## config.mk

```make
export PLATFORM = sky130hd
export DESIGN_NAME = fp_writeback_csr_flat
export DESIGN_NICKNAME = d
export VERILOG_FILES = /design/src/rtl/fp_writeback_csr_if.sv /design/src/rtl/fp_writeback_csr.sv /design/src/flat_wrapper.sv
export SDC_FILE = /design/constraint.sdc
export NUM_CORES = 1
export LEC_CHECK = 0
export ABC_AREA = 0
export CORE_AREA = 2 2 110 112
export CTS_CLUSTER_DIAMETER = 40
export DETAILED_ROUTE_END_ITERATION = 7
export DIE_AREA = 0 0 112 114
export PLACE_DENSITY_LB_ADDON = 0.12
export RECOVER_POWER = 25
export SLEW_MARGIN = 20
export SYNTH_ARGS = -nofsm -noshare
export SYNTH_HDL_FRONTEND = slang
export SYNTH_SLANG_ARGS = --single-unit
```

## constraint.sdc

```tcl
create_clock -name i_clk -period 3.2 [get_ports i_clk]
set_input_delay 0.48 -clock i_clk [delete_from_list [all_inputs] [get_ports i_clk]]
set_output_delay 0.48 -clock i_clk [all_outputs]
set_load 0.01 [all_outputs]
```

## src/rtl/fp_writeback_csr_if.sv

```systemverilog
// EX-result, Zicsr-access and FP writeback buses of fp_writeback_csr.
// master = pipeline side (drives EX/CSR requests), slave = fp_writeback_csr.
interface fp_writeback_csr_if #(parameter int FLEN = 32);
  logic            i_ex_valid;
  logic [4:0]      i_ex_rd;
  logic            i_ex_fp_reg_write;
  logic            i_ex_is_load;
  logic [FLEN-1:0] i_ex_fp_result;
  logic [4:0]      i_ex_fflags;
  logic            i_csr_en;
  logic [11:0]     i_csr_addr;
  logic [1:0]      i_csr_op;
  logic [31:0]     i_csr_wdata;
  logic            o_csr_hit;
  logic [31:0]     o_csr_rdata;
  logic [4:0]      o_wb_rd;
  logic            o_wb_fp_reg_write;
  logic [FLEN-1:0] o_wb_fp_rd_din;

  modport master (
    output i_ex_valid, i_ex_rd, i_ex_fp_reg_write, i_ex_is_load, i_ex_fp_result, i_ex_fflags,
    output i_csr_en, i_csr_addr, i_csr_op, i_csr_wdata,
    input  o_csr_hit, o_csr_rdata, o_wb_rd, o_wb_fp_reg_write, o_wb_fp_rd_din
  );

  modport slave (
    input  i_ex_valid, i_ex_rd, i_ex_fp_reg_write, i_ex_is_load, i_ex_fp_result, i_ex_fflags,
    input  i_csr_en, i_csr_addr, i_csr_op, i_csr_wdata,
    output o_csr_hit, o_csr_rdata, o_wb_rd, o_wb_fp_reg_write, o_wb_fp_rd_din
  );
endinterface

```

## src/rtl/fp_writeback_csr.sv

```systemverilog
// FP MEM/WB result pipeline, fflags accrual at commit, fcsr ownership and rm resolution.
// Optional macro FP_WB_PERF_CNT_EN adds read-only commit counters at 12'hC20/12'hC21.
module fp_writeback_csr #(
  parameter int          FLEN       = 32,
  parameter logic [11:0] CSR_FFLAGS = 12'h001,
  parameter logic [11:0] CSR_FRM    = 12'h002,
  parameter logic [11:0] CSR_FCSR   = 12'h003
) (
  input  logic                i_clk,
  input  logic                i_rst_n,
  input  logic                i_stall,
  input  logic                i_flush,
  input  logic [FLEN-1:0]     i_mem_load_data,
  input  logic [2:0]          i_instr_rm,
  output logic [2:0]          o_frm,
  output logic                o_frm_illegal,
  output logic [4:0]          o_fflags,
  fp_writeback_csr_if.slave   bus
);

  logic            r_mem_valid, r_mem_wr, r_mem_is_load;
  logic [4:0]      r_mem_rd, r_mem_flags;
  logic [FLEN-1:0] r_mem_result;
  logic            r_wb_valid, r_wb_wr;
  logic [4:0]      r_wb_rd, r_wb_flags;
  logic [FLEN-1:0] r_wb_data;
  logic [2:0]      r_frm;
  logic [4:0]      r_fflags;

  logic        w_commit;
  logic [4:0]  w_acc;
  logic        w_sel_ff, w_sel_frm, w_sel_fcsr, w_sel_cwr, w_sel_cfl, w_csr_wr;
  logic [31:0] w_old, w_new, w_cnt_wr, w_cnt_fl;
  logic        w_unused_new;

  always_ff @(posedge i_clk or negedge i_rst_n) begin
    if (!i_rst_n) begin
      r_mem_valid   <= 1'b0;
      r_mem_wr      <= 1'b0;
      r_mem_is_load <= 1'b0;
      r_mem_rd      <= '0;
      r_mem_flags   <= '0;
      r_mem_result  <= '0;
      r_wb_valid    <= 1'b0;
      r_wb_wr       <= 1'b0;
      r_wb_rd       <= '0;
      r_wb_flags    <= '0;
      r_wb_data     <= '0;
    end else if (!i_stall) begin
      r_mem_valid   <= bus.i_ex_valid & ~i_flush;
      r_mem_wr      <= bus.i_ex_fp_reg_write;
      r_mem_is_load <= bus.i_ex_is_load;
      r_mem_rd      <= bus.i_ex_rd;
      r_mem_flags   <= bus.i_ex_fflags;
      r_mem_result  <= bus.i_ex_fp_result;
      r_wb_valid    <= r_mem_valid;
      r_wb_wr       <= r_mem_wr;
      r_wb_rd       <= r_mem_rd;
      // Loads raise no FP exceptions; their EX flags are meaningless.
      r_wb_data     <= r_mem_is_load ? i_mem_load_data : r_mem_result;
      r_wb_flags    <= r_mem_is_load ? 5'd0 : r_mem_flags;
    end
  end

  // The WB instruction is older than any CSR access, so its flags land first.
  assign w_commit = r_wb_valid & ~i_stall;
  assign w_acc    = r_fflags | (w_commit ? r_wb_flags : 5'd0);

  assign w_sel_ff   = bus.i_csr_en && (bus.i_csr_addr == CSR_FFLAGS);
  assign w_sel_frm  = bus.i_csr_en && (bus.i_csr_addr == CSR_FRM);
  assign w_sel_fcsr = bus.i_csr_en && (bus.i_csr_addr == CSR_FCSR);
  assign w_csr_wr   = (bus.i_csr_op != 2'b00);

`ifdef FP_WB_PERF_CNT_EN
  logic [31:0] r_cnt_wr, r_cnt_fl;

  assign w_sel_cwr = bus.i_csr_en && (bus.i_csr_addr == 12'hC20);
  assign w_sel_cfl = bus.i_csr_en && (bus.i_csr_addr == 12'hC21);
  assign w_cnt_wr  = r_cnt_wr;
  assign w_cnt_fl  = r_cnt_fl;

  always_ff @(posedge i_clk or negedge i_rst_n) begin
    if (!i_rst_n) begin
      r_cnt_wr <= '0;
      r_cnt_fl <= '0;
    end else begin
      if (w_commit && r_wb_wr)     r_cnt_wr <= r_cnt_wr + 32'd1;
      if (w_commit && |r_wb_flags) r_cnt_fl <= r_cnt_fl + 32'd1;
    end
  end
`else
  assign w_sel_cwr = 1'b0;
  assign w_sel_cfl = 1'b0;
  assign w_cnt_wr  = '0;
  assign w_cnt_fl  = '0;
`endif

  always_comb begin
    w_old = '0;
    if (w_sel_ff)   w_old = {27'd0, w_acc};
    if (w_sel_frm)  w_old = {29'd0, r_frm};
    if (w_sel_fcsr) w_old = {24'd0, r_frm, w_acc};
    if (w_sel_cwr)  w_old = w_cnt_wr;
    if (w_sel_cfl)  w_old = w_cnt_fl;
  end

  always_comb begin
    case (bus.i_csr_op)
      2'b01:   w_new = bus.i_csr_wdata;
      2'b10:   w_new = w_old | bus.i_csr_wdata;
      2'b11:   w_new = w_old & ~bus.i_csr_wdata;
      default: w_new = w_old;
    endcase
  end
  assign w_unused_new = ^w_new[31:8];

  always_ff @(posedge i_clk or negedge i_rst_n) begin
    if (!i_rst_n) begin
      r_fflags <= '0;
      r_frm    <= '0;
    end else begin
      r_fflags <= (w_csr_wr && (w_sel_ff || w_sel_fcsr)) ? w_new[4:0] : w_acc;
      if (w_csr_wr && w_sel_frm)       r_frm <= w_new[2:0];
      else if (w_csr_wr && w_sel_fcsr) r_frm <= w_new[7:5];
    end
  end

  assign bus.o_csr_hit         = w_sel_ff | w_sel_frm | w_sel_fcsr | w_sel_cwr | w_sel_cfl;
  assign bus.o_csr_rdata       = w_old;
  assign bus.o_wb_rd           = r_wb_rd;
  assign bus.o_wb_fp_reg_write = r_wb_valid & r_wb_wr;
  assign bus.o_wb_fp_rd_din    = r_wb_data;
  assign o_fflags              = r_fflags;
  assign o_frm                 = (i_instr_rm == 3'b111) ? r_frm : i_instr_rm;
  assign o_frm_illegal         = (o_frm == 3'b101) || (o_frm == 3'b110) || (o_frm == 3'b111);

endmodule
```

## src/flat_wrapper.sv

```systemverilog
// flat-port wrapper written by rule: the top's interface ports become plain ports
module fp_writeback_csr_flat 
#(
  parameter int          FLEN       = 32,
  parameter logic [11:0] CSR_FFLAGS = 12'h001,
  parameter logic [11:0] CSR_FRM    = 12'h002,
  parameter logic [11:0] CSR_FCSR   = 12'h003
)
  (i_clk, i_rst_n, i_stall, i_flush, i_mem_load_data, i_instr_rm, o_frm, o_frm_illegal, o_fflags, bus_i_ex_valid, bus_i_ex_rd, bus_i_ex_fp_reg_write, bus_i_ex_is_load, bus_i_ex_fp_result, bus_i_ex_fflags, bus_i_csr_en, bus_i_csr_addr, bus_i_csr_op, bus_i_csr_wdata, bus_o_csr_hit, bus_o_csr_rdata, bus_o_wb_rd, bus_o_wb_fp_reg_write, bus_o_wb_fp_rd_din);
  fp_writeback_csr_if #(.FLEN(FLEN)) bus_i ();
  input  logic i_clk;
  input  logic i_rst_n;
  input  logic i_stall;
  input  logic i_flush;
  input  logic [FLEN-1:0] i_mem_load_data;
  input  logic [2:0] i_instr_rm;
  output logic [2:0] o_frm;
  output logic o_frm_illegal;
  output logic [4:0] o_fflags;
  input wire logic [$bits(bus_i.i_ex_valid)-1:0] bus_i_ex_valid;
  input wire logic [$bits(bus_i.i_ex_rd)-1:0] bus_i_ex_rd;
  input wire logic [$bits(bus_i.i_ex_fp_reg_write)-1:0] bus_i_ex_fp_reg_write;
  input wire logic [$bits(bus_i.i_ex_is_load)-1:0] bus_i_ex_is_load;
  input wire logic [$bits(bus_i.i_ex_fp_result)-1:0] bus_i_ex_fp_result;
  input wire logic [$bits(bus_i.i_ex_fflags)-1:0] bus_i_ex_fflags;
  input wire logic [$bits(bus_i.i_csr_en)-1:0] bus_i_csr_en;
  input wire logic [$bits(bus_i.i_csr_addr)-1:0] bus_i_csr_addr;
  input wire logic [$bits(bus_i.i_csr_op)-1:0] bus_i_csr_op;
  input wire logic [$bits(bus_i.i_csr_wdata)-1:0] bus_i_csr_wdata;
  output wire logic [$bits(bus_i.o_csr_hit)-1:0] bus_o_csr_hit;
  output wire logic [$bits(bus_i.o_csr_rdata)-1:0] bus_o_csr_rdata;
  output wire logic [$bits(bus_i.o_wb_rd)-1:0] bus_o_wb_rd;
  output wire logic [$bits(bus_i.o_wb_fp_reg_write)-1:0] bus_o_wb_fp_reg_write;
  output wire logic [$bits(bus_i.o_wb_fp_rd_din)-1:0] bus_o_wb_fp_rd_din;
  assign bus_i.i_ex_valid = bus_i_ex_valid;
  assign bus_i.i_ex_rd = bus_i_ex_rd;
  assign bus_i.i_ex_fp_reg_write = bus_i_ex_fp_reg_write;
  assign bus_i.i_ex_is_load = bus_i_ex_is_load;
  assign bus_i.i_ex_fp_result = bus_i_ex_fp_result;
  assign bus_i.i_ex_fflags = bus_i_ex_fflags;
  assign bus_i.i_csr_en = bus_i_csr_en;
  assign bus_i.i_csr_addr = bus_i_csr_addr;
  assign bus_i.i_csr_op = bus_i_csr_op;
  assign bus_i.i_csr_wdata = bus_i_csr_wdata;
  assign bus_o_csr_hit = bus_i.o_csr_hit;
  assign bus_o_csr_rdata = bus_i.o_csr_rdata;
  assign bus_o_wb_rd = bus_i.o_wb_rd;
  assign bus_o_wb_fp_reg_write = bus_i.o_wb_fp_reg_write;
  assign bus_o_wb_fp_rd_din = bus_i.o_wb_fp_rd_din;
  fp_writeback_csr #(.FLEN(FLEN), .CSR_FFLAGS(CSR_FFLAGS), .CSR_FRM(CSR_FRM), .CSR_FCSR(CSR_FCSR)) u_core (.i_clk(i_clk), .i_rst_n(i_rst_n), .i_stall(i_stall), .i_flush(i_flush), .i_mem_load_data(i_mem_load_data), .i_instr_rm(i_instr_rm), .o_frm(o_frm), .o_frm_illegal(o_frm_illegal), .o_fflags(o_fflags), .bus(bus_i));
endmodule
```

==> results <==
[layer usage]
layer	part of all wire, %	track usage [%]	vias to the layer above
met4	0.77	3.41	0
met2	48	28.2	113
met5	0	0	-
li1	-	-	1673
met1	42	19.9	1690
met3	8.9	6.43	7
[state kept, by name, summed over array words and instances, names as in the netlist]
name / cells
u_core.bus.o_wb_fp_rd_din: 32
u_core.r_mem_result: 32
u_core.bus.o_wb_rd: 5
u_core.o_fflags: 5
u_core.r_mem_flags: 5
u_core.r_mem_rd: 5
u_core.r_wb_flags: 5
u_core.r_frm: 3
u_core.r_mem_is_load: 1
u_core.r_mem_valid: 1
u_core.r_mem_wr: 1
u_core.r_wb_valid: 1
u_core.r_wb_wr: 1
[worst reg2reg max path, stage by stage, from the launching register on]
cell and delay, ps:
dfrtp_1 380, nor2b_1 420, a222oi_1 160, a22o_1 250, a311oi_1 260
[cell usage after synthesis, types with 4 or more instances]
library cell	n	area, um2
buf_4	25	188
nor2_1	9	33.8
o21ai_0	38	190
clkbuf_1	15	56.3
nand2_1	46	173
a21oi_1	10	50.1
mux2_2	51	574
nor2b_1	4	25.0
xnor2_1	4	35.0
inv_1	4	15.0
mux2i_1	33	330
nand2b_1	10	62.6
dfrtp_1	97	2430
[path summary, 6_finish.rpt]
path | startpoint | to | slack (ps) | cells past startpoint
hold / removal | u_core.r_mem_valid$_DFFE_PN0N_ | u_core.r_mem_valid$_DFFE_PN0N_ | 480 | 2
setup reg to reg | u_core.r_wb_valid$_DFFE_PN0N_ | u_core.r_frm[1]$_DFFE_PN0P_ | 1630 | 4
hold reg to reg | u_core.r_mem_valid$_DFFE_PN0N_ | u_core.r_mem_valid$_DFFE_PN0N_ | 480 | 2
min in group asynchronous | i_rst_n | u_core.bus.o_wb_fp_rd_din[19]$_DFFE_PN0N_ | 590 | 1
max in group asynchronous | i_rst_n | u_core.r_mem_is_load$_DFFE_PN0N_ | 1360 | 1
setup / recovery | bus_i_csr_addr[3] | bus_o_csr_rdata[7] | 150 | 5
[power by group]
part | internal [uW] | total (uW) | switching (uW)
registers | 1370 | 1470 | 103
logic | 398 | 641 | 243
clock network | 551 | 1010 | 457
total | 2320 | 3120 | 803
[layout make-up]
cell class	instances	area [um2]
flip-flops and latches	97	2430
clock buffers	10	239
repair buffers	169	1670
inverters	4	15.0
clock inverters	5	40.0
well taps	147	184
fillers	1053	5190
multi-input cells	276	1950
[stage by stage]
stage                     worst slack (ps)  power [uW]  hold WS, ps  cell area [um2]  instances
after global routing                  20.3        3290          517             6520        708
after detailed placement               143        2150          472             6240        693
after CTS                              143        3170          296             6520        708
final                                  151        3120          481             6520        708
after global placement                 131        2130          466             6240        693
after floorplan                        984        1780          184             4660        423
[kinds of logic after synthesis]
logic type,after synthesis,share of synthesized area [%]
buffers and inverters,50,6.24
multiplexers,84,19.8
XOR/XNOR,4,0.766
other,1,0.0820
AO/OA/AOI/OAI,74,10.0
AND/OR/NAND/NOR,90,9.99
flip-flops,97,53.1
==> results.py <==
metrics = {
    "run_status": {
        "outcome": "finished, violations left",
        "violations": "capacitance limit, slew limit",
    },
    "global_routing": {
        "grtUsageTotal_pct": 16.5,
        "grt_pass1_vias": 3523,
        "grt_overflow": 0,
        "grt_pass1_wl_um": 17000,
        "antenna_found_initial": 0,
        "grt_max_degree": 93,
    },
    "final_layout": {
        "layout-drive-gt1-share_pct": 14.1,
        "fin_nets": 688,
        "mostFrequentLayoutCells": "clkdlybuf4s50_1 (160), dfrtp_1 (96), mux2_2 (51), nand2_1 (46), o21ai_0 (38)",
        "syn2layout_area_growth_pct": 42.6,
        "mostFrequentLayoutCell": "clkdlybuf4s50_1",
        "antennaDiodeCount": 0,
        "final_util_pct": 55.7,
    },
    "clocking": {
        "hold_buffers": 0,
        "clk_pin_slew_ps": 70,
        "numCtsBuffers": 9,
        "clockRootBuffer": "clkbuf_16",
        "max-clock-path-buffers": 2,
        "clock_sinks": 97,
        "cts_resized": 0,
        "cts_htree_levels": 3,
        "post_cts_buffers": 0,
        "clk_latency_ps": 330,
        "cts_tree": "yes",
    },
    "timing": {
        "period_share_pct": 95.3,
        "slew_headroom_pct": -15.7,
        "setup_tns_ps": 0,
        "setup_viol": 0,
        "period_needed_ps": 3050,
        "maxSlewViolCount": 70,
        "fmax_mhz": 328,
        "hold_viol": 0,
        "worst_slew_pin_slew_ps": 1740,
        "rsz0062_at_grt": "no",
        "finalClockSkew_ps": 6.35,
    },
    "drt": {
        "wl_per_cell_um": 14.8,
        "num_vias": 3483,
        "viasPerCell": 4.92,
        "wirelength_um": 10400,
        "dr.pass1.iters": 4,
        "postRouteAntennaNets": 0,
        "drc": 0,
        "drtIter0Drc": 153,
    },
    "critical_path": {
        "end_kind": "output pin",
        "cp_slowest_cell": "or4_4",
        "crit_buf_inv": 2,
        "crit_family": "simple AND/OR/NAND/NOR gates",
        "crit_arrival_ps": 2570,
        "cp_max_fo": 4,
        "slowest_delay_ps": 560,
        "critical_path_class": "in2out",
        "worstPathCellList": "clkdlybuf4s50_1, or4_4, nor4_4, and3_1, clkdlybuf4s50_1",
        "start_kind": "input port",
        "crit_required_ps": 2720,
        "cpMostUsedCell": "clkdlybuf4s50_1",
    },
    "die": {
        "io_pins": 211,
        "start_util_pct": 39.0,
        "die_w_um": 112,
        "die-area_um2": 12800,
        "die_h_um": 114,
        "rows": 40,
        "core_um2": 11700,
    },
    "synth": {
        "synth_area_um2": 4570,
        "avgSynthCellArea_um2": 11.4,
        "synth_cells": 400,
        "async_flop_share_pct": 100,
        "yosysWarnings": 0,
        "synth-seq-cells": 97,
        "synthDistinctLibCells": 47,
        "ys.flop_type": "dfrtp_1",
        "synth_edf_count": 0,
        "yosysSeqAreaShare_pct": 53.1,
    },
    "place": {
        "place.port_buffers": 162,
        "gp_congestion": 0.824,
        "dpl.hpwl_um": 7490,
    },
    "power_and_ir_drop": {
        "peakVddDrop_uv": 403,
        "p_leak_uw": 0.00276,
        "power_density_nw_per_um2": 479,
    },
    "flow_run": {
        "cap_violations": 1,
    },
    "worst_hold_path": {
        "hp-class": "reg2reg",
    },
}
(Power assumes the default switching activity.)
